**config.mk**
```make
export PLATFORM = sky130hd
export DESIGN_NAME = vgahdmi_fetch_ctrl
export DESIGN_NICKNAME = d
export VERILOG_FILES = /design/src/rtl/vgahdmi_fetch_ctrl.sv
export SDC_FILE = /design/constraint.sdc
export NUM_CORES = 1
export LEC_CHECK = 0
export ABC_AREA = 1
export CORE_MARGIN = 1
export CORE_UTILIZATION = 40
export DETAILED_ROUTE_END_ITERATION = 8
export PLACE_DENSITY = 0.6
export SYNTH_ARGS = -nofsm -noshare
export SYNTH_HDL_FRONTEND = slang
export SYNTH_SLANG_ARGS = --single-unit
```
**constraint.sdc**
```tcl
create_clock -name clk_pixel -period 4.2 [get_ports clk_pixel]
set_clock_uncertainty 0.15 [all_clocks]
set_input_delay 0.84 -clock clk_pixel [delete_from_list [all_inputs] [get_ports clk_pixel]]
set_output_delay 0.84 -clock clk_pixel [all_outputs]
set_load 0.005 [all_outputs]
```
**src/rtl/vgahdmi_fetch_ctrl.sv**
```systemverilog
// vgahdmi_fetch_ctrl: fetches frame-buffer words into a show-ahead FIFO for the bit-plane video output.
// One memory read is in flight at most; a vsync rise during a read flushes that read before restarting.
module vgahdmi_fetch_ctrl #(
    parameter int resolution_x    = 640,
    parameter int resolution_y    = 480,
    parameter int words_per_frame = resolution_x * resolution_y / 8,
    parameter int fifo_depth_log2 = 4,
    parameter int addr_width      = 30
) (
    input  logic                  clk_pixel,
    input  logic                  reset,
    input  logic [addr_width-1:0] base_addr,
    input  logic                  vsync,
    input  logic                  fetch_next,
    output logic [7:0]            red_byte,
    output logic [7:0]            green_byte,
    output logic [7:0]            blue_byte,
    output logic [7:0]            bright_byte,
    output logic [addr_width-1:0] mem_addr,
    output logic                  mem_addr_strobe,
    input  logic [31:0]           mem_data_in,
    input  logic                  mem_data_ready,
    output logic                  underflow,
    output logic                  frame_done
);
    localparam int DEPTH = 1 << fifo_depth_log2;
    localparam int CW    = fifo_depth_log2 + 1;
    localparam int RW    = $clog2(words_per_frame + 1);

    typedef enum logic [1:0] {IDLE, FETCH, FLUSH} state_t;

    state_t                     state_q;
    logic                       vsync_q;
    logic [31:0]                fifo_q [DEPTH];
    logic [fifo_depth_log2-1:0] wptr_q, rptr_q;
    logic [CW-1:0]              count_q, count_d;
    logic [addr_width-1:0]      addr_q, base_q;
    logic [RW-1:0]              remaining_q;
    logic                       strobe_q, underflow_q, done_q;
    logic                       rise, ack, push, pop;

    assign rise    = vsync & ~vsync_q;
    assign ack     = strobe_q & mem_data_ready;
    assign push    = ack & (state_q == FETCH) & ~rise;
    assign pop     = fetch_next & ~rise & (count_q != '0);
    assign count_d = count_q + CW'(push) - CW'(pop);

    assign {bright_byte, blue_byte, green_byte, red_byte} = (count_q != '0) ? fifo_q[rptr_q] : 32'h0;
    assign mem_addr        = addr_q;
    assign mem_addr_strobe = strobe_q;
    assign underflow       = underflow_q;
    assign frame_done      = done_q;

    always_ff @(posedge clk_pixel) begin
        if (reset) begin
            state_q     <= IDLE;
            vsync_q     <= 1'b0;
            wptr_q      <= '0;
            rptr_q      <= '0;
            count_q     <= '0;
            addr_q      <= '0;
            base_q      <= '0;
            remaining_q <= '0;
            strobe_q    <= 1'b0;
            underflow_q <= 1'b0;
            done_q      <= 1'b0;
        end else begin
            vsync_q <= vsync;
            if (fetch_next && !rise && count_q == '0)
                underflow_q <= 1'b1;
            if (rise) begin
                base_q      <= base_addr;
                remaining_q <= RW'(words_per_frame);
                count_q     <= '0;
                wptr_q      <= '0;
                rptr_q      <= '0;
                done_q      <= 1'b0;
                // A read still waiting for its ack must finish before the new frame starts
                if (strobe_q && !mem_data_ready) begin
                    state_q <= FLUSH;
                end else begin
                    state_q  <= FETCH;
                    addr_q   <= base_addr;
                    strobe_q <= 1'b1;
                end
            end else begin
                count_q <= count_d;
                if (push) begin
                    fifo_q[wptr_q] <= mem_data_in;
                    wptr_q         <= wptr_q + fifo_depth_log2'(1);
                end
                if (pop)
                    rptr_q <= rptr_q + fifo_depth_log2'(1);
                if (state_q == FLUSH) begin
                    if (mem_data_ready) begin
                        state_q  <= FETCH;
                        addr_q   <= base_q;
                        strobe_q <= 1'b1;
                    end
                end else if (state_q == FETCH && (ack || !strobe_q)) begin
                    if (ack) begin
                        addr_q      <= addr_q + addr_width'(1);
                        remaining_q <= remaining_q - RW'(1);
                    end
                    // count_d already includes this cycle's push, so a new request reserves a free slot
                    if (ack && remaining_q == RW'(1)) begin
                        done_q   <= 1'b1;
                        state_q  <= IDLE;
                        strobe_q <= 1'b0;
                    end else begin
                        strobe_q <= ~count_d[fifo_depth_log2];
                    end
                end
            end
        end
    end
endmodule

```
# After elaboration in Yosys (flattened, before gate mapping)
# Memories as Yosys holds them, arrays and structs flattened. A register that Yosys moved wholly into a read port is not among the register bits.
# Cells that the tools add are included.
[totals]
in_bits = 67
memories = 1
word_cells = 87
ff_bits = 95
ram_bits = 512
[classes]
reduce_logical = 23
muxes = 29
addsub = 6
bitwise = 10
n_eq_ne = 6
[mem_list]
columns = ["memory", "words", "width", "read_ports", "rd_ports_with_merged_regs", "write_ports", "line", "text"]
rows = [
  ["fifo_q", 16, 32, 1, 1, 1, "34", "logic [31:0] fifo_q [DEPTH];"],
]
[op_table]
columns = ["op", "count"]
rows = [
  ["$mux W30", 6],
  ["$mux W16", 4],
  ["$mux W32", 1],
  ["$add A30 B1 Y30 const B", 1],
  ["$eq A16 B1 Y1 const B", 1],
  ["$sub A16 B1 Y16 const B", 1],
  ["$reduce_and A3 Y1", 5],
  ["$mux W2", 6],
  ["$mux W1", 10],
  ["$reduce_bool A3 Y1", 3],
  ["$add A4 B1 Y4 const B", 2],
  ["$mux W4", 2],
  ["$and A1 B1 Y1", 6],
  ["$add A5 B1 Y5", 1],
  ["$logic_and A1 B1 Y1", 5],
  ["$logic_not A5 Y1", 1],
  ["$reduce_bool A5 Y1", 1],
  ["$sub A5 B1 Y5", 1],
  ["$ne A2 B2 Y1 const B", 2],
  ["$not A1 Y1", 4],
  ["$reduce_and A4 Y1", 1],
  ["$reduce_bool A2 Y1", 2],
  ["$logic_not A1 Y1", 3],
  ["$ne A3 B3 Y1 const B", 1],
  ["4 further kinds", 4],
]

# Depth between registers and ports, before layout
# Gate-level depths: netlist of the first run.
[depth]
depth_word = 11
mapped_depth = 15
ltp_nobuf = 15

# Least setup slack after synthesis of the first run
# Ideal clock, no wire load.
[synth_path]
path_kind = "input-to-reg"
startpoint = "input port mem_data_ready"
endpoint = "memory fifo_q[0][0], enable pin"
slack_ps = 657
stages = 6
arrival_time_ps = 2972
required_time_ps = 3629
path_cell_list = "nand2_1 nor2_4 nand2_1 nor2_1 nand2_1 nor2_1"
[synth_between]
elab_chain_cells = 7
[synth_rtl]
columns = ["item", "line", "text"]
rows = [
  ["start: declaration", "22", "input logic mem_data_ready,"],
  ["$and A1 B1 Y1", "43", "assign ack = strobe_q & mem_data_ready;"],
  ["$and A1 B1 Y1 (2 in a row)", "44", "assign push = ack & (state_q == FETCH) & ~rise;"],
  ["$mux W1", "88", "if (push) begin"],
  ["$mux W1", "71", "if (rise) begin"],
  ["$mux W1", "55", "if (reset) begin"],
  ["$mux W1 (not written as such)", "89", "fifo_q[wptr_q] <= mem_data_in;"],
  ["end: declaration", "34", ""],
]
# Every way passes these cells.

==> Flow_metrics.wiki, run 1 <==
{| class="wikitable"
! Metric !! Value
|-
| Longest individual stage delay on the worst path || 580 ps
|-
| Critical Path AT || 2940 ps
|-
| Gp weighted congestion || 0.922
|-
| Average size of a mapped cell || 11.0 um2
|-
| Final count of pins violating max slew || 0
|-
| Starting DRT DRC Count || 1574
|-
| Port bufs || 131
|-
| CP Buf/Inv Count || 3
|-
| Element type at the critical path end || output pin
|-
| Synth Register Bits || 611
|-
| Final-report setup violation count || 0
|-
| Leak pwr || 9.97 nW
|-
| X dimension of the die || 254 um
|-
| Sum Neg Setup Slack || 0 ps
|-
| Maximum net fanout on the critical path || 80
|-
| CTS H-tree depth || 3
|-
| Kind of critical path || flip-flop to output pin
|-
| Area inside the core boundary || 0.0622 mm2
|-
| Antenna Nets Post-Route || 0
|-
| Total number of nets in the final design || 2506
|-
| Vias per std cell || 5.33
|-
| # hold bufs at CTS || 0
|-
| I/O pins || 132
|-
| Initial DRT Pass Iterations || 6
|-
| Quantity of gates resized following cts || 0
|-
| DR WL/cell || 19.6 um
|-
| Type of the worst min-delay path || flip-flop to flip-flop
|-
| Cell chosen for the clock root || sky130_fd_sc_hd__clkbuf_16
|-
| Cell area after technology mapping || 0.0254 mm2
|-
| Crit start category || flip-flop
|-
| Count of warnings emitted by yosys || 0
|-
| Worst reg-to-reg setup slack || 1230 ps
|-
| Via total after detailed routing || 17.6k
|-
| Share of cells above drive strength 1 || 0.0752
|-
| Sum of overflow across all layers after global routing || 0
|-
| Core occupancy in the finished layout || 0.483
|-
| Tmin final || 3930 ps
|-
| Part of the Yosys area used for sequential elements || 0.685
|-
| Clock Sink Count || 611
|-
| Setup repair after global routing missed its margin || no
|-
| Gate Count Post-Synth || 2299
|-
| Remaining routing DRC violations || 0
|-
| Synth Net Count || 2381
|-
| Power Density || 482 mW/mm2
|-
| Area growth from synthesis to layout || 18.5%
|-
| Hold violation total from the final report || 0
|-
| HPWL after DPL || 36400 um
|-
| Clock transition at the register clock pins on the worst setup and hold paths after CTS || 60 ps
|-
| Transition time of the tightest slew-check pin || 1050 ps
|-
| Fill cell total of the finished layout || 5556
|-
| Maximum root-to-sink buffer count || 3
|-
| Pin count of the biggest net entering global routing || 115
|-
| Global-route usage over all layers || 0.202
|-
| Maximum vdd ir drop || 0.000257 V
|-
| Synth unique cells || 38
|-
| Critical Path, Cell by Cell || buf_4 -> buf_12 -> o21ai_0 -> o211ai_1 -> nand3_1 -> a21oi_1 -> clkdlybuf4s50_1
|-
| Period Utilization, post-route || 0.936
|-
| Later-pin clock latency in the skew report || 590 ps
|-
| Rows || 91
|-
| Number of antenna violations at the first check in global routing || 7
|-
| Initial cell density of the core || 0.408
|-
| Worst path top cell family by delay || buffers and inverters
|-
| Cell with the biggest individual delay on the critical path || sky130_fd_sc_hd__clkdlybuf4s50_1
|-
| Global-route wire length before repair || 99400 um
|-
| Die ar. || 0.0644 mm2
|-
| Outcome || complete, no violations
|-
| Tightest slew margin relative to the limit || 0.303
|-
| Clock tree from TritonCTS || done
|-
| Via count of the first global-routing pass || 17.2k
|-
| Maximum capacitance violations || 0
|-
| Post-layout power || 14.5 mW
|-
| Die H || 254 um
|-
| Number of buffers created by CTS || 67
|-
| Worst path required time || 3210 ps
|-
| Routed WL || 64900 um
|-
| WHS || 312 ps
|-
| Maximum operating frequency || 254 MHz
|}
==> per-layer routing <==
layer | track usage | part of all wire | up-vias
met5 | 0 | 0.0011 | -
met4 | 0.0582 | 0.017 | 10
met3 | 0.0451 | 0.068 | 81
met2 | 0.335 | 0.48 | 509
met1 | 0.266 | 0.44 | 8625
li1 | - | - | 8424
==> worst reg2reg max path, cell delays in order (launching register included) <==
cell,delay [ps]
sky130_fd_sc_hd__dfxtp_1,350
sky130_fd_sc_hd__inv_2,50
sky130_fd_sc_hd__nand2_1,110
sky130_fd_sc_hd__nor2_4,250
sky130_fd_sc_hd__nand2_1,250
sky130_fd_sc_hd__ha_1,350
sky130_fd_sc_hd__inv_1,60
sky130_fd_sc_hd__ha_1,170
sky130_fd_sc_hd__inv_1,60
sky130_fd_sc_hd__fa_1,400
sky130_fd_sc_hd__o31ai_1,300
sky130_fd_sc_hd__xor2_1,220
sky130_fd_sc_hd__nand2_1,80
sky130_fd_sc_hd__a21oi_1,120
==> repair_timing <==
action | CTS | global route
hold endpoints to repair | 0 | 0
endpoints found under the setup margin | 0 | 10
setup buffers | 0 | 6
==> flip-flops by register name, summed over array words and instances, names as in the netlist, named ones only <==
name / cells
count_q: 5
fifo_q: 512
mem_addr: 30
underflow: 1
rptr_q: 4
vsync_q: 1
remaining_q: 16
wptr_q: 4
mem_addr_strobe: 1
base_q: 30
state_q: 2
frame_done: 1
==> where the power goes <==
group,internal [mW],switching [mW],leakage (nW)
Clock,3.39,2.34,1.04
Combinational,0.802,1.18,3.51
Sequential,6.65,0.108,5.41
Total,10.8,3.63,9.97
==> synth_stat cells, drive strengths merged <==
cell / n / area [um2]
o21ai: 332 / 1660
dfxtp: 99 / 1980
o21bai: 1 / 7.51
xor2: 7 / 61.3
o22ai: 29 / 181
clkinv: 1 / 3.75
fa: 1 / 20.0
edfxtp: 512 / 15400
nand3b: 13 / 110
a21boi: 1 / 7.51
or2: 3 / 18.8
o221ai: 1 / 8.76
o31ai: 1 / 7.51
inv: 102 / 383
nand2: 198 / 751
nor3: 6 / 30.0
nor3b: 2 / 15.0
nor2: 522 / 1970
nand4: 5 / 31.3
xnor2: 6 / 52.6
clkbuf: 79 / 299
buf: 52 / 319
ha: 14 / 175
and2: 1 / 6.26
a21oi: 90 / 450
o211ai: 128 / 961
nand3: 93 / 465
==> metrics by stage <==
step	cell area, um2	worst slack, ps	cells
after floorplan	25400	657	2299
after global placement	27800	299	3186
after detailed placement	27800	255	3186
after CTS	30000	55.4	3305
after global routing	30000	72.7	3311
final	30000	268	3313
==> worst paths after layout <==
check,from,end,depth (start not counted)
setup / recovery,flip-flop,red_byte[2],7
hold / removal,frame_done,frame_done,2
setup reg to reg,state_q[1],mem_addr_strobe,13
hold reg to reg,frame_done,frame_done,2
==> cell usage in the layout (no fill, tap or decap), types with 6 or more instances in the layout <==
| cell | synthesis | routed |
|---|---|---|
| sky130_fd_sc_hd__nand2_1 | 195 | 195 |
| sky130_fd_sc_hd__clkbuf_16 | 0 | 70 |
| sky130_fd_sc_hd__xnor2_1 | 6 | 6 |
| sky130_fd_sc_hd__o21ai_1 | 38 | 38 |
| sky130_fd_sc_hd__buf_12 | 1 | 19 |
| sky130_fd_sc_hd__nand3_1 | 93 | 93 |
| sky130_fd_sc_hd__clkinv_2 | 0 | 9 |
| sky130_fd_sc_hd__buf_4 | 6 | 35 |
| sky130_fd_sc_hd__nor2_1 | 519 | 503 |
| sky130_fd_sc_hd__nor2_4 | 1 | 17 |
| sky130_fd_sc_hd__ha_1 | 14 | 14 |
| sky130_fd_sc_hd__edfxtp_1 | 512 | 512 |
| sky130_fd_sc_hd__dfxtp_1 | 99 | 95 |
| sky130_fd_sc_hd__clkdlybuf4s50_1 | 0 | 130 |
| sky130_fd_sc_hd__o211ai_1 | 128 | 128 |
| sky130_fd_sc_hd__nand3b_1 | 12 | 12 |
| sky130_fd_sc_hd__inv_2 | 6 | 6 |
| sky130_fd_sc_hd__xor2_1 | 7 | 7 |
| sky130_fd_sc_hd__clkbuf_1 | 77 | 19 |
| sky130_fd_sc_hd__o21ai_0 | 294 | 294 |
| sky130_fd_sc_hd__o22ai_1 | 29 | 29 |
| sky130_fd_sc_hd__nor3_1 | 6 | 6 |
| sky130_fd_sc_hd__clkinv_1 | 1 | 9 |
| sky130_fd_sc_hd__a21oi_1 | 90 | 90 |
| sky130_fd_sc_hd__inv_1 | 96 | 95 |
==> cell families (layout without fill, tap and decap cells) <==
group / Yosys count / after routing / synth area share
AND/OR/NAND/NOR: 843 / 843 / 0.134
flip-flops: 611 / 611 / 0.685
AO/OA/AOI/OAI: 583 / 583 / 0.130
buffers and inverters: 234 / 409 / 0.0396
adder cells (fa/ha/maj): 15 / 15 / 0.00770
XOR/XNOR: 13 / 13 / 0.00449
other: 0 / 2 / 0
==> layout make-up <==
cell class / instances / area, um2 / area share
Antenna cell: 2 / 5.00 / 0.000167
Clock buffer: 90 / 1840 / 0.0611
Clock inverter: 29 / 307 / 0.0102
Inverter: 103 / 392 / 0.0130
Multi-Input combinational cell: 1454 / 7110 / 0.237
Sequential cell: 611 / 17400 / 0.578
Tap cell: 837 / 1050 / 0.0349
Timing Repair Buffer: 187 / 1980 / 0.0658
No activity file was read; power rests on OpenSTA's default activity.
==> run 2, diff against run 1 <==
--- a/config.mk
+++ b/config.mk
@@ -10,6 +10,7 @@
 export CORE_UTILIZATION = 40
 export DETAILED_ROUTE_END_ITERATION = 8
 export PLACE_DENSITY = 0.6
+export SKIP_CTS_REPAIR_TIMING = 1
 export SYNTH_ARGS = -nofsm -noshare
 export SYNTH_HDL_FRONTEND = slang
 export SYNTH_SLANG_ARGS = --single-unit
==> results of run 2 <==
No change in the layout: final DEF, timing and power equal those of run 1.
